## config.mk

```make
export PLATFORM = sky130hd
export DESIGN_NAME = signed_calc_arb_v
export DESIGN_NICKNAME = d
export VERILOG_FILES = /design/src/rtl/signed_calc_pkg.sv /design/src/rtl/signed_calc_v.sv /design/src/rtl/signed_calc_arb_v.sv
export SDC_FILE = /design/constraint.sdc
export NUM_CORES = 1
export LEC_CHECK = 0
export CAP_MARGIN = 15
export CORE_MARGIN = 2
export CORE_UTILIZATION = 45
export CTS_CLUSTER_SIZE = 12
export DETAILED_ROUTE_END_ITERATION = 6
export GPL_ROUTABILITY_DRIVEN = 0
export PLACE_DENSITY_LB_ADDON = 0.15
export SLEW_MARGIN = 20
export SYNTH_ARGS = -nofsm -noshare
export SYNTH_HDL_FRONTEND = slang
export SYNTH_SLANG_ARGS = --single-unit
export TNS_END_PERCENT = 50
```

## constraint.sdc

```tcl
create_clock -name i_clk -period 3.7 [get_ports i_clk]
set_clock_uncertainty 0.1 [all_clocks]
set_input_delay 0.925 -clock i_clk [delete_from_list [all_inputs] [get_ports i_clk]]
set_output_delay 0.925 -clock i_clk [all_outputs]
set_load 0.1 [all_outputs]
```

## src/rtl/signed_calc_pkg.sv

```systemverilog
// Shared constants and FSM encoding for the signed 6X - 11Y calculator slice.
package signed_calc_pkg;

   localparam int unsigned AS_W     = 5;
   localparam int unsigned FS_W     = 9;
   localparam int unsigned CALC_MAX = 15;
   localparam int unsigned CNT_W    = 4;

   typedef enum logic [1:0] {
      IDLE = 2'd0,
      CALC = 2'd1,
      RESP = 2'd2
   } state_t;

endpackage

```

## src/rtl/signed_calc_v.sv

```systemverilog
// Combinational 6X - 11Y datapath; result is 9-bit two's complement, wrapping modulo 512.
module signed_calc_v
   import signed_calc_pkg::*;
(
   input  logic [AS_W-1:0] i_as,
   input  logic [AS_W-1:0] i_bs,
   output logic [FS_W-1:0] o_fs
);

   logic [FS_W-1:0] xs;
   logic [FS_W-1:0] ys;
   logic [FS_W-1:0] p;
   logic [FS_W-1:0] q;
   logic            c;

   assign xs = {{(FS_W-AS_W){i_as[AS_W-1]}}, i_as};
   assign ys = {{(FS_W-AS_W){i_bs[AS_W-1]}}, i_bs};
   assign p  = (xs << 2) + (xs << 1);
   assign q  = (ys << 3) + (ys << 1) + ys;

   // p - q as a ripple chain: p + ~q with carry-in 1
   always_comb begin
      c    = 1'b1;
      o_fs = '0;
      for (int unsigned i = 0; i < FS_W; i++) begin
         o_fs[i] = p[i] ^ ~q[i] ^ c;
         c       = (p[i] & ~q[i]) | (c & (p[i] ^ ~q[i]));
      end
   end

endmodule

```

## src/rtl/signed_calc_arb_v.sv

```systemverilog
// Two-requester round-robin front end sharing one signed_calc_v datapath.
module signed_calc_arb_v
   import signed_calc_pkg::*;
#(
   parameter int unsigned CALC_CYCLES = 2
)(
   input  logic            i_clk,
   input  logic            i_rst,
   input  logic            i_req0_vld,
   input  logic [AS_W-1:0] i_req0_as,
   input  logic [AS_W-1:0] i_req0_bs,
   output logic            o_req0_rdy,
   input  logic            i_req1_vld,
   input  logic [AS_W-1:0] i_req1_as,
   input  logic [AS_W-1:0] i_req1_bs,
   output logic            o_req1_rdy,
   output logic            o_rsp_vld,
   output logic            o_rsp_id,
   output logic [FS_W-1:0] o_rsp_fs,
   input  logic            i_rsp_rdy,
   output logic            o_busy
);

   localparam logic [CNT_W-1:0] CNT_LOAD = CNT_W'(CALC_CYCLES - 1);

   state_t           state;
   state_t           state_nxt;
   logic             prio;
   logic             gnt_id;
   logic             hs;
   logic             id_q;
   logic [CNT_W-1:0] cnt;
   logic [AS_W-1:0]  op_as;
   logic [AS_W-1:0]  op_bs;
   logic [FS_W-1:0]  calc_fs;
   logic [FS_W-1:0]  rsp_fs_q;
   logic             rsp_id_q;

   signed_calc_v u_calc (
      .i_as (op_as),
      .i_bs (op_bs),
      .o_fs (calc_fs)
   );

   always_comb begin
      state_nxt  = state;
      gnt_id     = (i_req0_vld && i_req1_vld) ? prio : i_req1_vld;
      o_req0_rdy = 1'b0;
      o_req1_rdy = 1'b0;
      case (state)
         IDLE: begin
            o_req0_rdy = i_req0_vld && !gnt_id;
            o_req1_rdy = i_req1_vld && gnt_id;
            if (o_req0_rdy || o_req1_rdy) state_nxt = CALC;
         end
         CALC: if (cnt == '0) state_nxt = RESP;
         RESP: if (i_rsp_rdy) state_nxt = IDLE;
         default: state_nxt = IDLE;
      endcase
      hs = o_req0_rdy || o_req1_rdy;
   end

   always_ff @(posedge i_clk or posedge i_rst) begin
      if (i_rst) begin
         state    <= IDLE;
         prio     <= 1'b0;
         cnt      <= '0;
         id_q     <= 1'b0;
         op_as    <= '0;
         op_bs    <= '0;
         rsp_fs_q <= '0;
         rsp_id_q <= 1'b0;
      end else begin
         state <= state_nxt;
         if (hs) begin
            op_as <= gnt_id ? i_req1_as : i_req0_as;
            op_bs <= gnt_id ? i_req1_bs : i_req0_bs;
            id_q  <= gnt_id;
            cnt   <= CNT_LOAD;
         end
         if (state == CALC) begin
            if (cnt != '0) begin
               cnt <= cnt - 1'b1;
            end else begin
               rsp_fs_q <= calc_fs;
               rsp_id_q <= id_q;
            end
         end
         // pointer moves only once a response has been consumed
         if (state == RESP && i_rsp_rdy) prio <= ~rsp_id_q;
      end
   end

   assign o_rsp_vld = (state == RESP);
   assign o_rsp_id  = rsp_id_q;
   assign o_rsp_fs  = rsp_fs_q;
   assign o_busy    = (state != IDLE);

endmodule

```

==> reports/metrics.sh, run 1 <==
SYN_AREA_PER_CELL_UM2=10.9
DIEHEIGHT_UM=66.8
MAXSLEWHEADROOM_PCT=62.0
CTS_BUFFER_DEPTH=2
TIMING.CRITICAL_PATH.ARRIVAL_PS=3870
CRITICAL_PATH.SLOWEST_CELL='sky130_fd_sc_hd__fa_1'
WORST_SKEW_PAIR.LATE_LATENCY_PS=270
PORT-BUFFER-COUNT=38
POST_SYNTH_INSTANCE_AREA_UM2=1770
POST-SYNTH-TOP-COUNT-CELL='sky130_fd_sc_hd__dfrtp_1'
MULTIINPUTGATEAREA_UM2=1030
DESIGN_AREA_UM2=2350
SYNTH_WARNINGS=0
GR-USAGE-ALL-LAYERS_PCT=16.4
CTSHTREEMAXLEVEL=1
SYNTH_MUX_AREA_SHARE_PCT=10.9
VIAS=1288
POST_SYNTHESIS_INSTANCE_TOTAL=163
CAP_VIOLATIONS=0
SYNTH-COMPOUND-AREA-SHARE_PCT=11.3
IOS=39
REPORT.FINAL.SETUP_VIOL=1
ANTENNADIODECOUNT=0
FINAL-HOLD-VIOLATION-COUNT=0
SYN2LAYOUT_AREA_GROWTH_PCT=32.4
SYNTH_ENABLE_FLOP_CELLS=0
ANTENNA_VIOLATIONS_BEFORE_REPAIR=0
REMAINING_DRC_ERRORS=0
GRT_FIRST_PASS_WIRELENGTH_MM=5.44
WL_MM=3.39
SYNTH_TOP_FAMILY_BY_AREA='adder cells'
OUTCOME='complete, but fails checks'
KIND_OF_END_POINT_OF_THE_CRITICAL_PATH='flop'
ASYNC_FLOP_SHARE_PCT=100
FIN_WS_PS=-128
CTS_NUM_SINKS=28
YOSYSUNIQUECELLTYPES=33
REGISTER_AREA_UM2=701
NETLIST_TOP_CELLS_COUNT='28 x sky130_fd_sc_hd__dfrtp_1, 19 x sky130_fd_sc_hd__o21ai_0, 18 x sky130_fd_sc_hd__nand2_1'
GRT_PASS1_VIAS=1299
SYNTHSIMPLEGATEAREAFRAC_PCT=9.59
YOSYS.AREA_SHARE.ADDER_PCT=19.0
DETAIL_ROUTE.FIRST_PASS.ITERATIONS=4
TIMING.FMAX_MHz=261
DRT_ITER0_DRCS=24
CORE_REGION_AREA_UM2=3720
VIOLATIONS_IN_THE_FINAL_REPORTS='negative setup slack'
PLACED_AREA_UM2=2230
PLACEMENTROWS=22
SYNTH_TOP_AREA_SHARE_PCT=39.5
START_UTIL_PCT=47.7
DETAIL_ROUTE.VIAS_PER_CELL=5.01
START_KIND='flop'
FIN_UTIL_PCT=63.2
PRE_CTS_SETUP_SLACK_PS=-287
MAXSLEWVIOLCOUNT=0
SYNTH.NET_COUNT=209
SYNTH_TOP_CELLS_BY_AREA='sky130_fd_sc_hd__dfrtp_1 39%, sky130_fd_sc_hd__fa_1 11%, sky130_fd_sc_hd__ha_1 7.8%'
FINAL.MIN_CLOCK_PERIOD_PS=3830
GRT_SETUP_UNREPAIRED='true'
MAX_SLEW.WORST_PIN.SLEW_PS=569
SYNTH-SEQ-CELLS=28
TRITONCTS='yes'
SYNTH_TOP_CELL_BY_AREA='sky130_fd_sc_hd__dfrtp_1'
GRT_REMAINING_OVERFLOW=0
WL_PER_CELL_UM=13.2
FILLERS=323
POST-DP-HPWL_MM=2.59
SYNTHFLOPTYPE='sky130_fd_sc_hd__dfrtp_1'
PEAK_PER_STAGE_DELAY_ON_THE_CRITICAL_PATH_PS=560
CRITICAL_PATH_PEAK_FANOUT=2
LAYOUT_CELLS_SIZED_ABOVE_1_PCT=23.9
DRTANTENNAVIOLNETS=0
HOLDCRITPATHCLASS='flop to flop'
GRT_MAX_DEGREE=29
SYNTH_SEQUENTIAL_AREA_RATIO_PCT=39.5
CLOCK_TREE.ROOT_CELL='sky130_fd_sc_hd__clkbuf_8'
SYNTH-XOR-AREA-SHARE_PCT=4.94
REQUIRED_PS=3740
FP.DIEW_UM=66.8
CRIT_PATH_FREQUENT_CELL='sky130_fd_sc_hd__fa_2'
MIN_PERIOD_OVER_PERIOD_PCT=103
CP_CELL_SEQUENCE='fa_1 > inv_1 > fa_1 > fa_2 > fa_2 > fa_2 > inv_2 > fa_2 > fa_2 > xor2_2 > xnor2_1 > xnor2_1 > o21ai_1'
TIMING.SETUP.CRITICAL_PATH_CLASS='flop to flop'
CTS_BUFFERS=3
DIE_FOOTPRINT_UM2=4460
PATH_CLK_SLEW_PS=90
NNETSFINAL=256
## repair_timing
action | CTS | global route
buffers inserted | 0 | 1
hold buffers | 0 | 0
setup endpoints to repair | 2 | 1
pin swaps | 6 | 5
gates resized for setup | 11 | 0
## registers in the layout, indices dropped and copies added (netlist names)
| signal | flops |
|---|---|
| state | 2 |
| id_q | 1 |
| cnt | 4 |
| o_rsp_id | 1 |
| o_rsp_fs | 9 |
| op_bs | 5 |
| op_as | 5 |
| prio | 1 |
## per-stage QoR
step | hold WS [ps] | instances | setup TNS (ps)
detailed placement | 371 | 252 | -329
CTS | 393 | 256 | -127
global route | 425 | 257 | -201
finish | 387 | 257 | -128
floorplan | 346 | 163 | -97.2
global placement | 362 | 252 | -164
## per-layer routing
| metal | share of wire [%] | GRT usage [%] | wire, um |
|---|---|---|---|
| met5 | 0 | 0 | 0 |
| met4 | 1.5 | 7.14 | 50 |
| met3 | 4.5 | 2.20 | 152 |
| met2 | 51 | 29.3 | 1730 |
| met1 | 43 | 19.6 | 1460 |
## cell type report
cell class	count	area share, %
inverter	12	1.92
multi-input combinational	118	44.0
clock buffer	3	1.76
clock inverter	1	1.28
timing repair buffer	47	18.6
sequential	28	29.8
tap	48	2.56
## critical path: cells and delay by family (launching register included)
family	cells	cell delay [ps]
adders and majority gates	7	2520
xor gates and xnor gates	3	470
DFF	1	410
buffers and inverters	2	120
AOI/OAI and AO/OA	1	70
## cell usage in the layout, fill, tap and decap left out, drive strengths merged, types with 8 or more instances in the layout
cell type and n:
buf 23, clkdlybuf4s50 24, dfrtp 28, fa 10
ha 11, inv 12, mux2 8, mux2i 10
nand2 18, o21ai 21
## path summary, 6_finish.rpt
check / from / to / slack (ps) / cells after the start
setup / recovery: op_bs[3]$_DFFE_PP0P_ / o_rsp_fs[8]$_DFFE_PP0P_ / -130 / 13
hold / removal: o_rsp_fs[7]$_DFFE_PP0P_ / o_rsp_fs[7]$_DFFE_PP0P_ / 390 / 2
setup reg to reg: op_bs[3]$_DFFE_PP0P_ / o_rsp_fs[8]$_DFFE_PP0P_ / -130 / 13
hold reg to reg: o_rsp_fs[7]$_DFFE_PP0P_ / o_rsp_fs[7]$_DFFE_PP0P_ / 390 / 2
max in group asynchronous: i_rst / op_as[4]$_DFFE_PP0P_ / 2200 / 2
min in group asynchronous: i_rst / cnt[2]$_DFF_PP0_ / 920 / 2
## kinds of logic (layout without fill, tap and decap cells)
| group | after synthesis | after routing |
|---|---|---|
| xor+xnor | 10 | 10 |
| buf+inv | 17 | 63 |
| flops | 28 | 28 |
| fa+ha+maj | 21 | 21 |
| compound gates | 35 | 35 |
| simple gates | 34 | 34 |
| mux | 18 | 18 |
Power of run 1 is left out: the tool's default activity adds up to more than one toggle a clock period on the data nets, which glitch-free logic cannot reach.
==> inputs of run 2 (changes only) <==
--- a/config.mk
+++ b/config.mk
@@ -8,5 +8,6 @@
 export CAP_MARGIN = 15
 export CORE_MARGIN = 2
-export CORE_UTILIZATION = 45
+export CORE_UTILIZATION = 47
+export CTS_BUF_LIST = sky130_fd_sc_hd__clkbuf_4 sky130_fd_sc_hd__clkbuf_8
 export CTS_CLUSTER_SIZE = 12
 export DETAILED_ROUTE_END_ITERATION = 6
--- a/constraint.sdc
+++ b/constraint.sdc
@@ -3,3 +3,3 @@
 set_input_delay 0.925 -clock i_clk [delete_from_list [all_inputs] [get_ports i_clk]]
 set_output_delay 0.925 -clock i_clk [all_outputs]
-set_load 0.1 [all_outputs]
+set_load 0.01 [all_outputs]
==> run 2 against run 1 <==
Effect of this change: the run still ends with negative setup slack left; critical path type unchanged; non-clock buffer count fell by 3; final cell count fell by 1.2%; global-route usage rose by 2.9 points; critical endpoint unchanged; fmax rose by 0.33%; die area fell by 4.0%; critical path depth did not move; worst setup slack improved by 13 ps.
==> reports/metrics.sh, run 2 (synthesis gave the netlist of run 1 again) <==
VIOLATIONS_IN_THE_FINAL_REPORTS='negative setup slack'
MAX_SLEW.WORST_PIN.SLEW_PS=597  # +28.5 ps
WORST_SKEW_PAIR.LATE_LATENCY_PS=280  # about the same
START_KIND='flop'
CRIT_PATH_FREQUENT_CELL='sky130_fd_sc_hd__fa_2'
DETAIL_ROUTE.FIRST_PASS.ITERATIONS=4  # unchanged
GRT_MAX_DEGREE=29  # unchanged
HOLD_BUF_COUNT_CTS=0  # unchanged
CP_CELL_SEQUENCE='fa_1 > inv_1 > fa_1 > fa_2 > fa_2 > fa_2 > inv_2 > fa_2 > fa_2 > xor2_2 > xnor2_2 > xnor2_1 > o21ai_1'
CTS_BUFFERS=3  # unchanged
LAYOUT.CELLS.MOST_COMMON='sky130_fd_sc_hd__clkdlybuf4s50_1'
REPORT.FINAL.SETUP_VIOL=1  # unchanged
WORST_IR_DROP_VDD_mV=0.408
FINAL.MIN_CLOCK_PERIOD_PS=3820  # -12.8 ps
TIMING.SETUP.CRITICAL_PATH_CLASS='flop to flop'
FINALHOLDWORSTSLACK_PS=393  # +6.04 ps
LEAKAGE_nW=1.08
OUTCOME='complete, but fails checks'
GRT_PASS1_VIAS=1482  # +14%
FILLERS=309  # -4.3%
DRT_ITER0_DRCS=36  # +50%
CAP_VIOLATIONS=0  # unchanged
DIE_FOOTPRINT_UM2=4280  # -4.0%
WL_MM=3.54  # +4.4%
DETAIL_ROUTE.VIAS_PER_CELL=5.13  # +2.3%
TRITONCTS='yes'
CRITICAL_PATH_PEAK_FANOUT=2  # unchanged
MIN_PERIOD_OVER_PERIOD_PCT=103  # -0.35 points
GRT_FIRST_PASS_WIRELENGTH_MM=6.27  # +15%
GRT_REMAINING_OVERFLOW=0  # unchanged
PORT-BUFFER-COUNT=38  # unchanged
CTSHTREEMAXLEVEL=1  # unchanged
MAXSLEWHEADROOM_PCT=60.1  # -1.9 points
REQUIRED_PS=3750  # about the same
START_UTIL_PCT=48.8  # +1.1 points
FIN_WS_PS=-115  # +12.8 ps
TIMING.CRITICAL_PATH.ARRIVAL_PS=3870  # about the same
PRE_CTS_SETUP_SLACK_PS=-148  # +139 ps
PEAK_PER_STAGE_DELAY_ON_THE_CRITICAL_PATH_PS=580  # +20 ps
GR-USAGE-ALL-LAYERS_PCT=19.3  # +2.9 points
DRTANTENNAVIOLNETS=0  # unchanged
CLOCK_TREE.ROOT_CELL='sky130_fd_sc_hd__clkbuf_8'
HIGHEST_COUNT_CELLS_IN_THE_LAYOUT_IGNORING_FILL_AND_TAPS='38 x sky130_fd_sc_hd__clkdlybuf4s50_1, 28 x sky130_fd_sc_hd__dfrtp_1, 18 x sky130_fd_sc_hd__nand2_1, 18 x sky130_fd_sc_hd__o21ai_0, 11 x sky130_fd_sc_hd__ha_1'
TIMING.FMAX_MHz=262  # +0.33%
VIAS=1302  # +1.1%
LARGEST_REGISTER_FFS=9  # unchanged
FIN_UTIL_PCT=63.9  # +0.68 points
PWR_DENSITY_CELL_nW_PER_UM2=1150
PATH_CLK_SLEW_PS=100  # about the same
WL_PER_CELL_UM=13.9  # +5.6%
CTS_NUM_SINKS=28  # unchanged
GRT_SETUP_UNREPAIRED='true'
SYN2LAYOUT_AREA_GROWTH_PCT=30.9
P_TOTAL_mW=2.68
IOS=39  # unchanged
CRITICAL_PATH.SLOWEST_CELL='sky130_fd_sc_hd__fa_1'
HOLDCRITPATHCLASS='flop to flop'
LAYOUT_CELLS_SIZED_ABOVE_1_PCT=15.0  # -8.9 points
POST-DP-HPWL_MM=2.80  # +8.2%
CTS_BUFFER_DEPTH=2  # unchanged
DIEHEIGHT_UM=65.4  # -2.0%
ANTENNA_VIOLATIONS_BEFORE_REPAIR=0  # unchanged
REMAINING_DRC_ERRORS=0  # unchanged
ANTENNADIODECOUNT=0  # unchanged
MAXSLEWVIOLCOUNT=0  # unchanged
CORE_REGION_AREA_UM2=3630  # -2.2%
PLACEMENTROWS=22  # unchanged
FP.DIEW_UM=65.4  # -2.0%
KIND_OF_END_POINT_OF_THE_CRITICAL_PATH='flop'
NNETSFINAL=253  # -1.2%
POSTCTSSETUPBUFFERS=0  # unchanged
FINAL-HOLD-VIOLATION-COUNT=0  # unchanged
==> run 2: area by class of cell <==
type                       instances  area [um2]  area share [%]
multi-input combinational        118        1020            43.9
tap                               48        60.1            2.59
inverter                          12        45.0            1.94
clock inverter                     1        30.0            1.29
clock buffer                       3        41.3            1.78
timing repair buffer              44         425            18.3
sequential                        28         701            30.2
==> run 2: final timing paths <==
kind                                 startpoint                       to  slack, ps  cells past startpoint
max                        op_bs[0]$_DFFE_PP0P_  o_rsp_fs[8]$_DFFE_PP0P_       -120                     13
min                            id_q$_DFFE_PP0P_         id_q$_DFFE_PP0P_        390                      1
max reg2reg                op_bs[0]$_DFFE_PP0P_  o_rsp_fs[8]$_DFFE_PP0P_       -120                     13
min reg2reg                    id_q$_DFFE_PP0P_         id_q$_DFFE_PP0P_        390                      1
max in group asynchronous                 i_rst     op_bs[1]$_DFFE_PP0P_       2180                      2
min in group asynchronous                 i_rst  o_rsp_fs[6]$_DFFE_PP0P_        930                      2
==> run 2: stage by stage <==
step,cells,area (um2),setup TNS (ps)
final,254,2320,-115
after global routing,254,2320,-262
after CTS,254,2300,-140
after detailed placement,250,2230,-148
after global placement,250,2230,-7.75
after floorplan,163,1780,0
==> run 2: worst max-delay path: cells and delay by family (launching register included) <==
| kind | cells | cell delay [ps] |
|---|---|---|
| buffers and inverters | 2 | 120 |
| adder cells (fa/ha/maj) | 7 | 2520 |
| AO/OA/AOI/OAI | 1 | 80 |
| XOR/XNOR | 3 | 460 |
| flip-flops | 1 | 420 |
==> run 2: layer usage <==
layer  track usage (%)  vias up  share of wire (%)
li1                  -      637                  -
met2              35.5       41                 51
met4              8.33        0                2.1
met1              22.3      614                 43
met5                 0        -                  0
met3              2.57       10                3.9
==> run 2: what timing repair did <==
item                                    CTS  global route
endpoints found under the hold margin     0             0
pin swaps                                 6             3
resized for setup                         5             3
endpoints found under the setup margin    1             2
==> run 2: report_power, final <==
| part | total (mW) | switching (mW) | internal, mW | leakage (nW) |
|---|---|---|---|---|
| sequential | 0.583 | 0.125 | 0.458 | 0.344 |
| clock | 0.247 | 0.102 | 0.145 | 0.0357 |
| combinational | 1.85 | 0.897 | 0.950 | 0.701 |
No activity file was read; power rests on OpenSTA's default activity.
==> inputs of run 3 (changes only) <==
Settings changed: GPL_TIMING_DRIVEN from default to 0.
==> run 3 against run 2 <==
Effect of this change: the run still ends with negative setup slack left; routed wire length down 1.7%; sequential power about the same; combinational power down 3%; global-route usage down 0.28 points; highest routed layer unchanged; power down 1.9%; via count up 0.15%; hold slack worse by 7.8 ps; clock-buffer cell count unchanged; worst setup slack better by 44 ps; critical path depth unchanged; final area up 1.3%.
==> reports/metrics.sh, run 3 (synthesis gave the netlist of run 1 again) <==
WORST_IR_DROP_VDD_mV=0.336  # -18%
WL_MM=3.48  # -1.7%
CTS_NUM_SINKS=28  # unchanged
GRT_SETUP_UNREPAIRED='true'
PWR-SHARE-CLK_PCT=9.3  # about the same
LEAKAGE_nW=1.10  # +2.2%
SWITCHING_PART_OF_THE_TOTAL_POWER_PCT=41.8  # -0.18 points
CORE_REGION_AREA_UM2=3630  # unchanged
DIEHEIGHT_UM=65.4  # unchanged
IOS=39  # unchanged
FIN_UTIL_PCT=64.8  # +0.86 points
SYN2LAYOUT_AREA_GROWTH_PCT=32.7
POWER_SPENT_CHARGING_AND_DISCHARGING_NETS_mW=1.10  # -2.4%
FINALHOLDWORSTSLACK_PS=385  # -7.77 ps
REGISTER_TO_REGISTER_SETUP_SLACK_PS=-70  # +40 ps
OUTCOME='complete, but fails checks'
TIMING.CRITICAL_PATH.ARRIVAL_PS=3840  # -30 ps
PLACEMENTROWS=22  # unchanged
HIGHEST_COUNT_CELLS_IN_THE_LAYOUT_IGNORING_FILL_AND_TAPS='37 x sky130_fd_sc_hd__clkdlybuf4s50_1, 25 x sky130_fd_sc_hd__dfrtp_1, 18 x sky130_fd_sc_hd__nand2_1, 18 x sky130_fd_sc_hd__o21ai_0'
TRITONCTS='yes'
KIND_OF_END_POINT_OF_THE_CRITICAL_PATH='flop'
PWR_DENSITY_CELL_nW_PER_UM2=1120  # -3.2%
WL_PER_CELL_UM=13.5  # -2.9%
MIN_PERIOD_OVER_PERIOD_PCT=102  # -1.2 points
FIN_WS_PS=-71.6  # +43.7 ps
PORT-BUFFER-COUNT=38  # unchanged
PATH_BUF_INV=2  # unchanged
REMAINING_DRC_ERRORS=0  # unchanged
NNETSFINAL=256  # +1.2%
HOLD_BUF_COUNT_CTS=0  # unchanged
TIMING.CRITICAL_PATH.MAX_DELAY_FAMILY='adder cells'
PATH_CLK_SLEW_PS=100  # about the same
TIMING.FMAX_MHz=265  # +1.2%
DETAIL_ROUTE.VIAS_PER_CELL=5.07  # -1.0%
START_KIND='flop'
CTSHTREEMAXLEVEL=1  # unchanged
DETAIL_ROUTE.FIRST_PASS.ITERATIONS=4  # unchanged
CLOCK_TREE.ROOT_CELL='sky130_fd_sc_hd__clkbuf_8'
VIOLATIONS_IN_THE_FINAL_REPORTS='negative setup slack'
GRT_FIRST_PASS_WIRELENGTH_MM=6.33  # +0.88%
VIAS=1304  # +0.15%
GRT_MAX_DEGREE=29  # unchanged
CAP_VIOLATIONS=0  # unchanged
PWR-SHARE-COMB_PCT=68.3  # -0.7 points
WORST_SKEW_PAIR.LATE_LATENCY_PS=280  # about the same
LARGEST_REGISTER_FFS=9  # unchanged
DIE_FOOTPRINT_UM2=4280  # unchanged
MAX_SLEW.WORST_PIN.SLEW_PS=583  # -14.1 ps
P_INT_mW=1.53  # -1.6%
FINAL-HOLD-VIOLATION-COUNT=0  # unchanged
CRITICAL_PATH.SLOWEST_CELL='sky130_fd_sc_hd__fa_1'
ANTENNADIODECOUNT=0  # unchanged
POWER_FRAC_SEQ_PCT=22.3  # +0.5 points
REPORT.FINAL.SETUP_VIOL=1  # unchanged
CTS_BUFFERS=3  # unchanged
GR-USAGE-ALL-LAYERS_PCT=19.0  # -0.28 points
CRITICAL_PATH_PEAK_FANOUT=2  # unchanged
LAYOUT_CELLS_SIZED_ABOVE_1_PCT=15.3  # +0.26 points
LAYOUT.CELLS.MOST_COMMON='sky130_fd_sc_hd__clkdlybuf4s50_1'
HOLDCRITPATHCLASS='flop to flop'
PEAK_PER_STAGE_DELAY_ON_THE_CRITICAL_PATH_PS=570  # about the same
GRT_PASS1_VIAS=1456  # -1.8%
DRTANTENNAVIOLNETS=0  # unchanged
TIMING.SETUP.CRITICAL_PATH_CLASS='flop to flop'
GRT_REMAINING_OVERFLOW=0  # unchanged
MAXSLEWHEADROOM_PCT=61.1  # +0.94 points
CP_CELL_SEQUENCE='fa_1 > inv_1 > fa_1 > fa_2 > fa_2 > fa_2 > inv_1 > fa_2 > fa_1 > xor2_1 > xnor2_1 > xnor2_1 > o21ai_1'
FP.DIEW_UM=65.4  # unchanged
POST-DP-HPWL_MM=2.78  # -0.80%
CRIT_PATH_FREQUENT_CELL='sky130_fd_sc_hd__fa_2'
DRT_ITER0_DRCS=59  # +64%
REQUIRED_PS=3770  # +20 ps
MAXSLEWVIOLCOUNT=0  # unchanged
CTS_BUFFER_DEPTH=2  # unchanged
ANTENNA_VIOLATIONS_BEFORE_REPAIR=0  # unchanged
FINAL.MIN_CLOCK_PERIOD_PS=3770  # -43.7 ps
START_UTIL_PCT=48.8  # unchanged
[run 3: cell types whose count changed in the layout (fill, tap and decap cells not counted), sizes merged]
cell           change
buf                +1
clkbuf             +2
dlymetal6s2s       +1
clkdlybuf4s50      -1
[run 3: per-layer routing]
| layer | vias up | global-route usage, % | routed length (um) |
|---|---|---|---|
| met4 | 0 | 7.55 | 38 |
| met5 | - | 0 | 0 |
| li1 | 640 | - | - |
| met3 | 4 | 2.23 | 141 |
| met1 | 628 | 23.4 | 1500 |
| met2 | 32 | 33.9 | 1790 |
[run 3: final timing paths]
path / start / depth (start not counted) / endpoint
min reg2reg: o_rsp_fs[7]$_DFFE_PP0P_ / 2 / o_rsp_fs[7]$_DFFE_PP0P_
max in group asynchronous: i_rst / 2 / op_bs[0]$_DFFE_PP0P_
min: o_rsp_fs[7]$_DFFE_PP0P_ / 2 / o_rsp_fs[7]$_DFFE_PP0P_
max: op_bs[3]$_DFFE_PP0P_ / 13 / o_rsp_fs[8]$_DFFE_PP0P_
max reg2reg: op_bs[3]$_DFFE_PP0P_ / 13 / o_rsp_fs[8]$_DFFE_PP0P_
min in group asynchronous: i_rst / 2 / o_rsp_fs[6]$_DFFE_PP0P_
[run 3: power groups by stage]
| stage | clock, mW | combinational (mW) | sequential, mW |
|---|---|---|---|
| after global routing | 0.263 | 2.07 | 0.609 |
| after global placement | 0 | 1.62 | 0.593 |
| final | 0.245 | 1.79 | 0.586 |
| after CTS | 0.248 | 1.81 | 0.585 |
| after floorplan | 0 | 1.21 | 0.597 |
| after detailed placement | 0 | 1.71 | 0.606 |
[run 3: layout make-up]
cell class	count	area, um2
Buffer	5	45.0
Clock buffer	3	41.3
Clock inverter	1	30.0
Fill cell	305	1280
Inverter	12	45.0
Multi-Input combinational cell	118	1010
Sequential cell	28	704
Tap cell	48	60.1
Timing Repair Buffer	42	413
[run 3: what timing repair did]
action / 4_1_cts / 5_1_grt
setup buffers: 4 / 0
endpoints found under the setup margin: 3 / 3
resized for setup: 7 / 5
pin swaps: 4 / 4
hold endpoints to repair: 0 / 0
[run 3: per-stage QoR]
stage                     power (mW)  cell area [um2]  setup slack [ps]  setup TNS, ps  cells
after floorplan                 1.81             1780              36.9              0    163
after global placement          2.21             2220              -112           -217    249
after detailed placement        2.32             2220              -202           -332    249
after CTS                       2.64             2340              -119           -119    257
after global routing            2.94             2350              -242           -242    257
final                           2.62             2350             -71.6          -71.6    257
[run 3: worst reg2reg max path: cells and delay by family, from the launching register on]
family	cells	cell delay [ps]
AOI/OAI and AO/OA	1	70
buffers and inverters	2	140
xor gates and xnor gates	3	470
adders and majority gates	7	2460
DFF	1	440
